<file path="config.mk">
export PLATFORM = sky130hd
export DESIGN_NAME = gate_seq_ctrl
export DESIGN_NICKNAME = d
export VERILOG_FILES = /design/src/rtl/gate_seq_pkg.sv /design/src/rtl/gate_seq_timer.sv /design/src/rtl/gate_seq_ctrl.sv
export SDC_FILE = /design/constraint.sdc
export NUM_CORES = 1
export LEC_CHECK = 0
export ABC_CLOCK_PERIOD_IN_PS = 2000
export CAP_MARGIN = 30
export CORE_MARGIN = 2
export CORE_UTILIZATION = 45
export DETAILED_ROUTE_END_ITERATION = 10
export PLACE_DENSITY = 0.8
export SETUP_SLACK_MARGIN = 0.2
export SLEW_MARGIN = 20
export SYNTH_ARGS = -nofsm -noshare
export SYNTH_HDL_FRONTEND = slang
export SYNTH_HIERARCHICAL = 1
export SYNTH_SLANG_ARGS = --single-unit
</file>
<file path="constraint.sdc">
create_clock -name iClk -period 2 [get_ports iClk]
set_input_delay 0.3 -clock iClk [delete_from_list [all_inputs] [get_ports iClk]]
set_output_delay 0.3 -clock iClk [all_outputs]
set_load 0.02 [all_outputs]
</file>
<file path="src/rtl/gate_seq_pkg.sv">
// Shared definitions for the gate-unit test sequencer: FSM encoding, vector count and
// the reference gate function the sequencer checks results against.
package gate_seq_pkg;

  typedef enum logic [1:0] {StIdle, StApply, StCheck, StDone} state_e;

  localparam int unsigned NUM_VEC = 4;

  // Expected {And, Or, Not} for a given operand pair.
  function automatic logic [2:0] expected_gates(input logic a, input logic b);
    return {a & b, a | b, ~a};
  endfunction

endpackage

</file>
<file path="src/rtl/gate_seq_timer.sv">
// Dwell down-counter: loads a non-zero hold time, counts to zero and never wraps.
// tc is high in the last cycle of the dwell window.
module gate_seq_timer #(
  parameter int unsigned DWELL_W = 4
) (
  input  logic               clk,
  input  logic               rst,
  input  logic               load,
  input  logic [DWELL_W-1:0] load_val,
  output logic               tc
);

  logic [DWELL_W-1:0] cnt_q;

  always_ff @(posedge clk) begin
    if (rst) begin
      cnt_q <= '0;
    end else if (load) begin
      cnt_q <= load_val;
    end else if (cnt_q != '0) begin
      cnt_q <= cnt_q - 1'b1;
    end
  end

  assign tc = (cnt_q == DWELL_W'(1));

endmodule

</file>
<file path="src/rtl/gate_seq_ctrl.sv">
// Sequencer that walks an external gate unit through all four operand pairs and reports a
// verdict. Define GATE_SEQ_ERRLOG_EN to capture the first failing vector and its mismatch mask.
module gate_seq_ctrl #(
  parameter int unsigned DWELL_W = 4
) (
  input  logic               iClk,
  input  logic               iRst,
  input  logic               iStart,
  input  logic [DWELL_W-1:0] iDwell,
  output logic               oA,
  output logic               oB,
  input  logic               iAnd,
  input  logic               iOr,
  input  logic               iNot,
  output logic               oBusy,
  output logic               oDone,
  output logic               oPass,
  output logic [1:0]         oVecIdx,
  output logic [1:0]         oErrVec,
  output logic [2:0]         oErrBits
);

  import gate_seq_pkg::*;

  state_e             state_q;
  logic [1:0]         vec_q;
  logic [1:0]         vec_nxt;
  logic [DWELL_W-1:0] dwell_q;
  logic [DWELL_W-1:0] start_dwell;
  logic [DWELL_W-1:0] load_val;
  logic               fail_q;
  logic               last_vec;
  logic               accept;
  logic               load;
  logic               tc;
  logic [2:0]         mism;

  // A zero dwell would never reach terminal count; treat it as one cycle.
  assign start_dwell = (iDwell == '0) ? DWELL_W'(1) : iDwell;
  assign last_vec    = (vec_q == 2'(NUM_VEC - 1));
  assign vec_nxt     = vec_q + 2'd1;
  assign accept      = (state_q == StIdle) && iStart;
  assign load        = accept || ((state_q == StCheck) && !last_vec);
  assign load_val    = (state_q == StIdle) ? start_dwell : dwell_q;
  assign mism        = {iAnd, iOr, iNot} ^ expected_gates(oA, oB);
  assign oVecIdx     = vec_q;

  gate_seq_timer #(
    .DWELL_W(DWELL_W)
  ) u_timer (
    .clk     (iClk),
    .rst     (iRst),
    .load    (load),
    .load_val(load_val),
    .tc      (tc)
  );

  always_ff @(posedge iClk) begin
    if (iRst) begin
      state_q <= StIdle;
      vec_q   <= '0;
      dwell_q <= '0;
      fail_q  <= 1'b0;
      oA      <= 1'b0;
      oB      <= 1'b0;
      oBusy   <= 1'b0;
      oDone   <= 1'b0;
      oPass   <= 1'b0;
    end else begin
      oDone <= 1'b0;
      unique case (state_q)
        StIdle: begin
          if (iStart) begin
            state_q <= StApply;
            vec_q   <= '0;
            dwell_q <= start_dwell;
            fail_q  <= 1'b0;
            oPass   <= 1'b0;
            oA      <= 1'b0;
            oB      <= 1'b0;
            oBusy   <= 1'b1;
          end
        end
        StApply: begin
          if (tc) state_q <= StCheck;
        end
        StCheck: begin
          if (mism != '0) fail_q <= 1'b1;
          if (last_vec) begin
            state_q <= StDone;
            vec_q   <= '0;
            oA      <= 1'b0;
            oB      <= 1'b0;
            oBusy   <= 1'b0;
            oDone   <= 1'b1;
            oPass   <= !(fail_q || (mism != '0));
          end else begin
            state_q <= StApply;
            vec_q   <= vec_nxt;
            oA      <= vec_nxt[0];
            oB      <= vec_nxt[1];
          end
        end
        StDone: begin
          state_q <= StIdle;
        end
        default: begin
          state_q <= StIdle;
        end
      endcase
    end
  end

`ifdef GATE_SEQ_ERRLOG_EN
  logic [1:0] err_vec_q;
  logic [2:0] err_bits_q;

  // Only the first mismatch of a run is logged; fail_q marks that one was already seen.
  always_ff @(posedge iClk) begin
    if (iRst || accept) begin
      err_vec_q  <= '0;
      err_bits_q <= '0;
    end else if ((state_q == StCheck) && (mism != '0) && !fail_q) begin
      err_vec_q  <= vec_q;
      err_bits_q <= mism;
    end
  end

  assign oErrVec  = err_vec_q;
  assign oErrBits = err_bits_q;
`else
  assign oErrVec  = '0;
  assign oErrBits = '0;
`endif

endmodule

</file>
---- Word-level counts from Yosys, hierarchy flattened ----
Index checks and enable logic that the tools add are counted.
Widths: inputs -> output; s select.
storage, ports and cells
  word-level logic and storage cells ...... 68
  bits of input ports ..................... 10
  output and inout port bits .............. 12
  register bits ........................... 18
operators by class
  reduce and logical (&&, ||, !) cells .... 18
  eq/ne operators ......................... 9
  add/subtract/negate cells ............... 2
  muxes and demuxes ....................... 24
  bitwise operators ....................... 5
operators with widths
  operator             number
  $mux 4               4
  $mux 2               5
  $pmux 1 s2           5
  $mux 1               8
  $pmux 2 s4           1
  $eq 2x2->1 const B   3
  $ne 2x2->1 const B   3
  $reduce_and 2->1     3
  $reduce_and 3->1     2
  $eq 4x1->1 const B   1
  $logic_not 4->1      1
  $pmux 2 s2           1
  $reduce_bool 2->1    2
  $reduce_bool 4->1    1
  $sub 4x1->4 const B  1
  $reduce_bool 3->1    1
  $xor 3x3->3          1
  $add 2x1->2 const B  1
  $eq 2x1->1 const B   1
  $logic_and 1x1->1    2
  $logic_not 1->1      2
  $logic_not 2->1      1
  $logic_or 1x1->1     2
  $ne 2x1->1 const B   1
  other kinds (4)      5

---- Longest topological paths before layout ----
Gate-level depths: netlist (run 1).
  depth in word-level cells ............... 7
  depth in mapped cells ................... 6

---- By module ----
Netlist (run 1), hierarchy kept.
modules (own cells, without submodules)
  module          seq. area each (um^2)  area an instance (um^2)  cells an instance  times used
  gate_seq_ctrl   240.2                  683.2                    76                 1
  gate_seq_timer  80.1                   246.5                    27                 1

---- Least setup slack after synthesis (run 1) ----
No wires, ideal clock.
  path kind ............................... register to register
  from .................................... register vec_q[0] (netlist: oVecIdx[0])
  to ...................................... register u_timer.cnt_q[2]
  path slack .............................. 364 ps
  stages on the path, launching flop included .. 6
  clock period less this slack ............ 1,636 ps
  data required time ...................... 1,930 ps
  path buffers ............................ 0
  arrival ................................. 1,566 ps
  cells stage by stage .................... dfxtp_1 ha_1 nand2b_1 a21oi_1 or3_1 a21oi_1
on the way
  longest elaborated chain between the ends .. 5
  elaborated cells between the ends (all ways) .. 6
RTL lines
  what                                         RTL line              source
  start, declared                              gate_seq_ctrl.sv:26   logic [1:0] vec_q;
  start signal, assigned                       gate_seq_ctrl.sv:99   vec_q <= vec_nxt;
  $eq 2x2->1 (*)                               gate_seq_ctrl.sv:40   assign last_vec = (vec_q == 2'(NUM_VEC - 1));
  via last_vec                                 gate_seq_ctrl.sv:32   logic last_vec;
  $logic_not 1->1 (*)                          gate_seq_ctrl.sv:43   assign load = accept || ((state_q == StCheck) && !last_vec);
  $logic_and 1x1->1 (*)                        gate_seq_ctrl.sv:43
  $logic_or 1x1->1 (*)                         gate_seq_ctrl.sv:43
  via load                                     gate_seq_ctrl.sv:34   logic load;
  $mux 4 or $reduce_bool 2->1 (tied branches)  -
  end signal, assigned                         gate_seq_timer.sv:19  cnt_q <= load_val;
  end signal, assigned                         gate_seq_timer.sv:21  cnt_q <= cnt_q - 1'b1;
  end, declared                                gate_seq_timer.sv:13  logic [DWELL_W-1:0] cnt_q;
The timed path passes the listed nets; every way through them passes the cells marked *.
A chain may end at the register's enable or synchronous reset.

---- Worst setup path after layout (run 1) ----
  from .................................... register vec_q[0] (netlist: oVecIdx[0])
  to ...................................... output port oVecIdx[0]
RTL lines
  what           RTL line             source
  end, declared  gate_seq_ctrl.sv:18  output logic [1:0] oVecIdx,
No word-level cell between the ends.

==> impl_results.md, run 1 <==
- Vias post-DR: approximately 730
- H-tree lvl count: 1
- Starting density of the core: between 40% and 50%
- Layout area overhead: 19.5%
- Final Slew Violations: 0
- Cell variety after synth: 35
- Initial antenna violation count: 0
- Worst slew margin: between 60% and 70%
- Pre-Repair DR Iteration Count: 4
- Outcome: complete, no violations
- Post-Syn Instances: between 100 and 150
- Largest family of logic cells by synthesized area: simple AND/OR/NAND/NOR gates
- Antenna fix cells: 0
- Pwr per Cell Area: between 900 and 1000 mW/mm2
- First-pass GRT wire length: between 2000 and 3000 um
- Synthesized-area fraction occupied by adder cells: 6.73%
- Die area: about 0.0024 mm2
- Data arrival, critical path: between 1 and 1.5 ns
- Unrepaired setup endpoints after global routing: false
- Setup TNS Final: 0 ns
- Post-DR vias/cell: 4.97
- Worst reg2reg path depth: 5
- Core area: slightly below 0.002 mm2
- Min-delay worst type: reg2reg
- Most frequent cells in the layout: 16 x dfxtp_1, 16 x clkdlybuf4s50_1, 10 x nor2_1
- Leak: around 0.44 nW
- Post-CTS Resized: 0
- ANT nets after route: 0
- XOR/XNOR Fraction of Synth Area: under 10%
- Delay-heaviest family, CP: buffers and inverters
- Input/output buffers: 16
- # nets final: roughly 140
- DR DRC count: 0
- Hold Buf Count CTS: 0
- Register area: between 300 and 400 um2
- Mapped cell area: 930 um2
- Crit path time final: between 1.5 and 2 ns
- Max stage delay on crit path: between 0.6 and 0.7 ns
- Crit end category: primary output
- Top post-synthesis cells by area: dfxtp_1 34%, ha_1 6.7%, buf_4 5.7%, a21oi_1 4.8%, mux2_2 4.8%
- Final Skew: 0.000759 ns
- Seq/Total Area, Yosys: about a third
- Critical Path Fanout Max: 7
- Worst-Margin Slew: ~0.55 ns
- Most common flop cell mapped by yosys: dfxtp_1
- Mux share of post-synthesis cell area: under 10%
- Num CTS Buffers: 3
- Instance count on the critical path: 1
- Post-CTS Setup Bufs: 0
- Simple-Gate Fraction of Synth Area: 20.1%
- GP Congestion: 0.811
- Die height: 49.5 um
- Worst vdd ir: between 500 and 600 uV
- Cells along the critical path: clkdlybuf4s50_1
- CP max stage cell: clkdlybuf4s50_1
- Synth area leader: dfxtp_1
- Clock Latency Late Sink: about 0.28 ns
- Proportion of layout cells with a drive suffix above 1: 12.6%
- Fill cells: 197
- Width of the die: approximately 49 um
- DRT Wirelength: around 1600 um
- Synth Warn #: 6
- Iteration-0 DRC Markers: 5
- Setup violators final: 0
- Post-synth top area share: between 30% and 40%
- Per-cell routed wire length: ~11 um
- CP required: approximately 1.7 ns
- TritonCTS clock tree: built
- WS Path Type: reg2out
- Multi-input gate area: 523 um2
- Max cap viols: 0
- Pin count of the biggest net entering global routing: 12
- Final hold vios: 0
- Mean Syn Cell Area: 9.03 um2
- Asr flop ratio synth: 0%
- Row count: 16
- Total power: 0.00104 W
- Post-synthesis compound-gate area fraction: approximately 15%
- Hold Path Depth: 2
- Total GRT Usage: roughly 14%
- Clock Path Buffers: 2
- Crit start category: flop
- WP buf/inv: 1
- GRT overflow: 0
- Clock transition at path regs: 0.09 ns
- # IOs: 22
- Layout Cells excl Fill: between 100 and 150
- Final HPWL DP: 1320 um
- Flops & latches, synth: 16
- Fin crit share: 83.9%
- Clock root buffer: clkbuf_4
- Cell count after placement: around 140
- Post-synth EDFFs: 0
- TritonCTS sink count: 16
- Max frequency: 596 MHz
- Final core utilization: ~57%
- Vias in the first global route: about 660
worst paths after layout:
| kind | startpoint | end | slack [ns] |
|---|---|---|---|
| hold / removal | oPass | oPass | 0.47 |
| hold reg to reg | oPass | oPass | 0.47 |
| setup / recovery | oVecIdx[0] | oVecIdx[0] | 0.32 |
| setup reg to reg | u_timer/cnt_q[0] | u_timer/cnt_q[1] | 0.33 |
metal layers:
metal	GRT usage, %	vias up	routed length (um)
li1	-	373	-
met1	15.7	331	760
met2	26.1	19	815
met3	3.64	2	54
met4	6.94	0	15
met5	0	-	0
flip-flops by register name (all words and copies together) (netlist names):
signal,count
oBusy,1
u_timer/cnt_q,4
fail_q,1
oDone,1
dwell_q,4
oPass,1
state_q,2
oVecIdx,2
cells by family after synthesis:
| group | Yosys count |
|---|---|
| fa+ha+maj | 5 |
| simple gates | 33 |
| xor+xnor | 5 |
| compound gates | 20 |
| other cells | 1 |
| flops | 16 |
| buf+inv | 16 |
| mux | 7 |
cell type report:
cell class,instances,area share (%)
Timing Repair Buffer,18,15.8
Tap cell,27,3.04
Sequential cell,16,28.8
Multi-Input combinational cell,75,47.1
Inverter,6,2.03
Clock buffer,4,3.27
report_power, final:
group          switching [W]  internal (W)
clock              0.0000982      0.000111
combinational       0.000195      0.000210
sequential         0.0000562      0.000372
cells in the mapped netlist, types with 2 or more instances:
cell type  instances
ha_1               5
nand2_1            5
dfxtp_1           16
or3_1              2
mux2_2             4
nand2b_1           4
nor2_1            10
buf_4              7
a21oi_1            9
nor3_1             2
nor3b_1            2
inv_1              6
o22ai_1            2
mux2i_1            3
a22oi_1            2
xnor2_1            4
buf_6              2
stage by stage:
stage	hold slack (ns)	worst slack, ns	cell area [um2]
2_1_floorplan	0.362	0.364	945
6_report	0.468	0.323	1110
5_1_grt	0.493	0.224	1110
3_5_place_dp	0.460	0.325	1070
4_1_cts	0.471	0.308	1110
3_3_place_gp	0.457	0.353	1070
No activity file was read; power rests on OpenSTA's default activity.
==> inputs of run 2 (changes only) <==
- ABC_CLOCK_PERIOD_IN_PS: 2000 -> 1600
- clock period: 2 -> 1.6 ns (I/O delays scaled with it)
==> run 2 against run 1 <==
Compared with the run above:
- via count grew 5.1%
- critical path depth grew 4
- sequential share of layout area shrank 2.1 points
- sequential power grew 31%
- largest cell class unchanged
==> impl_results.md, run 2 (synthesis results as in run 1) <==
- Outcome: complete, no violations
- # nets final: between 100 and 150
- Switching Share: approximately 34%
- Width of the die: roughly 50 um
- ANT nets after route: 0
- Critical Path Fanout Max: 4
- Hold Buf Count CTS: 0
- Pin count of the biggest net entering global routing: 10
- TritonCTS clock tree: built
- Most frequent cells in the layout: 11 x dfxtp_1, 9 x nor2_1, 9 x clkdlybuf4s50_1, 9 x buf_4, 8 x a21oi_1
- Data arrival, critical path: 1.58 ns
- Final hold vios: 0
- Switch Pwr: between 0.0005 and 0.0006 W
- First-pass GRT wire length: slightly below 3000 um
- Crit start category: flop
- Vias in the first global route: 677
- Starting density of the core: 47.4%
- Clock Latency Late Sink: approximately 0.27 ns
- Vias post-DR: 762
- Max frequency: just over 700 MHz
- Proportion of layout cells with a drive suffix above 1: 31.0%
- Start of the worst register-to-register path: u_timer/cnt_q[1]
- HP Start: oPass
- Design area: approximately 0.0012 mm2
- Setup violators final: 0
- Crit end category: flop
- Row count: 16
- Min-delay worst type: reg2reg
- Placed Area: between 0.001 and 0.0015 mm2
- Unrepaired setup endpoints after global routing: true
- Antenna fix cells: 0
- Post-DR vias/cell: between 4 and 5
- Most common cell after layout, fill and taps aside: dfxtp_1
- DRT Wirelength: around 1900 um
- Cell Int Power: ~0.001 W
- Clock root buffer: clkbuf_4
- Die height: about 49 um
- Worst setup margin: about 0.22 ns
- Fin crit share: 86.2%
- Initial antenna violation count: 0
- # IOs: 22
- Per-cell routed wire length: between 10 and 15 um
- Max cap viols: 0
- Layout area overhead: 34.5%
- Comb pwr share: 49.0%
- Iteration-0 DRC Markers: 8
- Pre-CTS setup slack: -0.0156 ns
- Clock transition at path regs: around 0.090 ns
- H-tree lvl count: 1
- Final Skew: between 0.001 and 0.0015 ns
- Core area: 0.00196 mm2
- Setup crit start: u_timer/cnt_q[1]
- Leak: approximately 0.52 nW
- Clock Path Buffers: 2
- GP Congestion: a little over 0.8
- Input/output buffers: 16
- TritonCTS sink count: 16
- Die area: approximately 0.0024 mm2
- Crit path time final: 1.38 ns
- Total GRT Usage: around 15%
- Pwr per Cell Area: between 1000 and 1500 mW/mm2
- Top flop regs: dwell_q (4), u_timer/cnt_q (4)
- Final Slew Violations: 0
- DR DRC count: 0
- GRT overflow: 0
- Final HPWL DP: between 1000 and 1500 um
- Num CTS Buffers: 3
- Power share of the clock group: between 10 and 15%
- WS Path Type: reg2reg
- Pre-Repair DR Iteration Count: 5
- CP required: 1.80 ns
- Worst vdd ir: around 630 uV
- Seq pwr share: 37.6%
## run 2: changes by cell type in the layout (fill, tap and decap cells not counted), moves of 3 or more
cell             delta
clkdlybuf4s50_1     -7
dfxtp_4             +3
dfxtp_1             -5
dlygate4sd2_1       +7
buf_4               +7
## run 2: worst max-delay path, cell delays in order, from the launching register on
cell	delay (ns)
dfxtp_1	0.38
inv_2	0.08
ha_1	0.19
xnor2_1	0.13
or3_4	0.39
a21oi_2	0.12
## run 2: final timing paths
check	end	slack, ns	cells after the start
max	u_timer/cnt_q[2]	0.22	5
min	oPass	0.48	2
max reg2reg	u_timer/cnt_q[2]	0.22	5
min reg2reg	oPass	0.48	2
## run 2: final cells by class
| cell class | count | area, um2 |
|---|---|---|
| Tap cell | 27 | 33.8 |
| Timing Repair Buffer | 26 | 239 |
| Inverter | 6 | 22.5 |
| Fill cell | 169 | 712 |
| Multi-Input combinational cell | 75 | 598 |
| Sequential cell | 16 | 334 |
| Clock buffer | 3 | 22.5 |
## run 2: power by group through the flow
stage	clock network (W)	logic (W)	registers, W
6_report	0.000201	0.000729	0.000559
5_1_grt	0.000223	0.000790	0.000569
4_1_cts	0.000206	0.000598	0.000549
3_5_place_dp	0	0.000535	0.000543
3_3_place_gp	0	0.000517	0.000538
2_1_floorplan	0	0.000433	0.000526
## run 2: through the flow
step	utilization (%)	setup TNS, ns	total power, W	cells	hold WS (ns)
floorplan	-	0	0.000959	107	0.302
global placement	57.6	0	0.00105	145	0.460
detailed placement	57.6	-0.0156	0.00108	145	0.476
CTS	60.3	0	0.00135	151	0.487
global route	63.7	0	0.00158	153	0.498
finish	63.7	0	0.00149	153	0.485
## run 2: repair_timing
item	4_1_cts	5_1_grt
pin swaps	1	3
setup endpoints to repair	12	5
resized for setup	15	11
cloned	0	0
buffers inserted	3	2
endpoints found under the hold margin	0	0
## run 2: layer usage
metal  vias up  track usage [%]  wire [um]
met5         -                0          0
met4         0             4.17         19
met3         2             2.73         47
met2        12             25.0        933
met1       358             20.2        850
li1        390                -          -
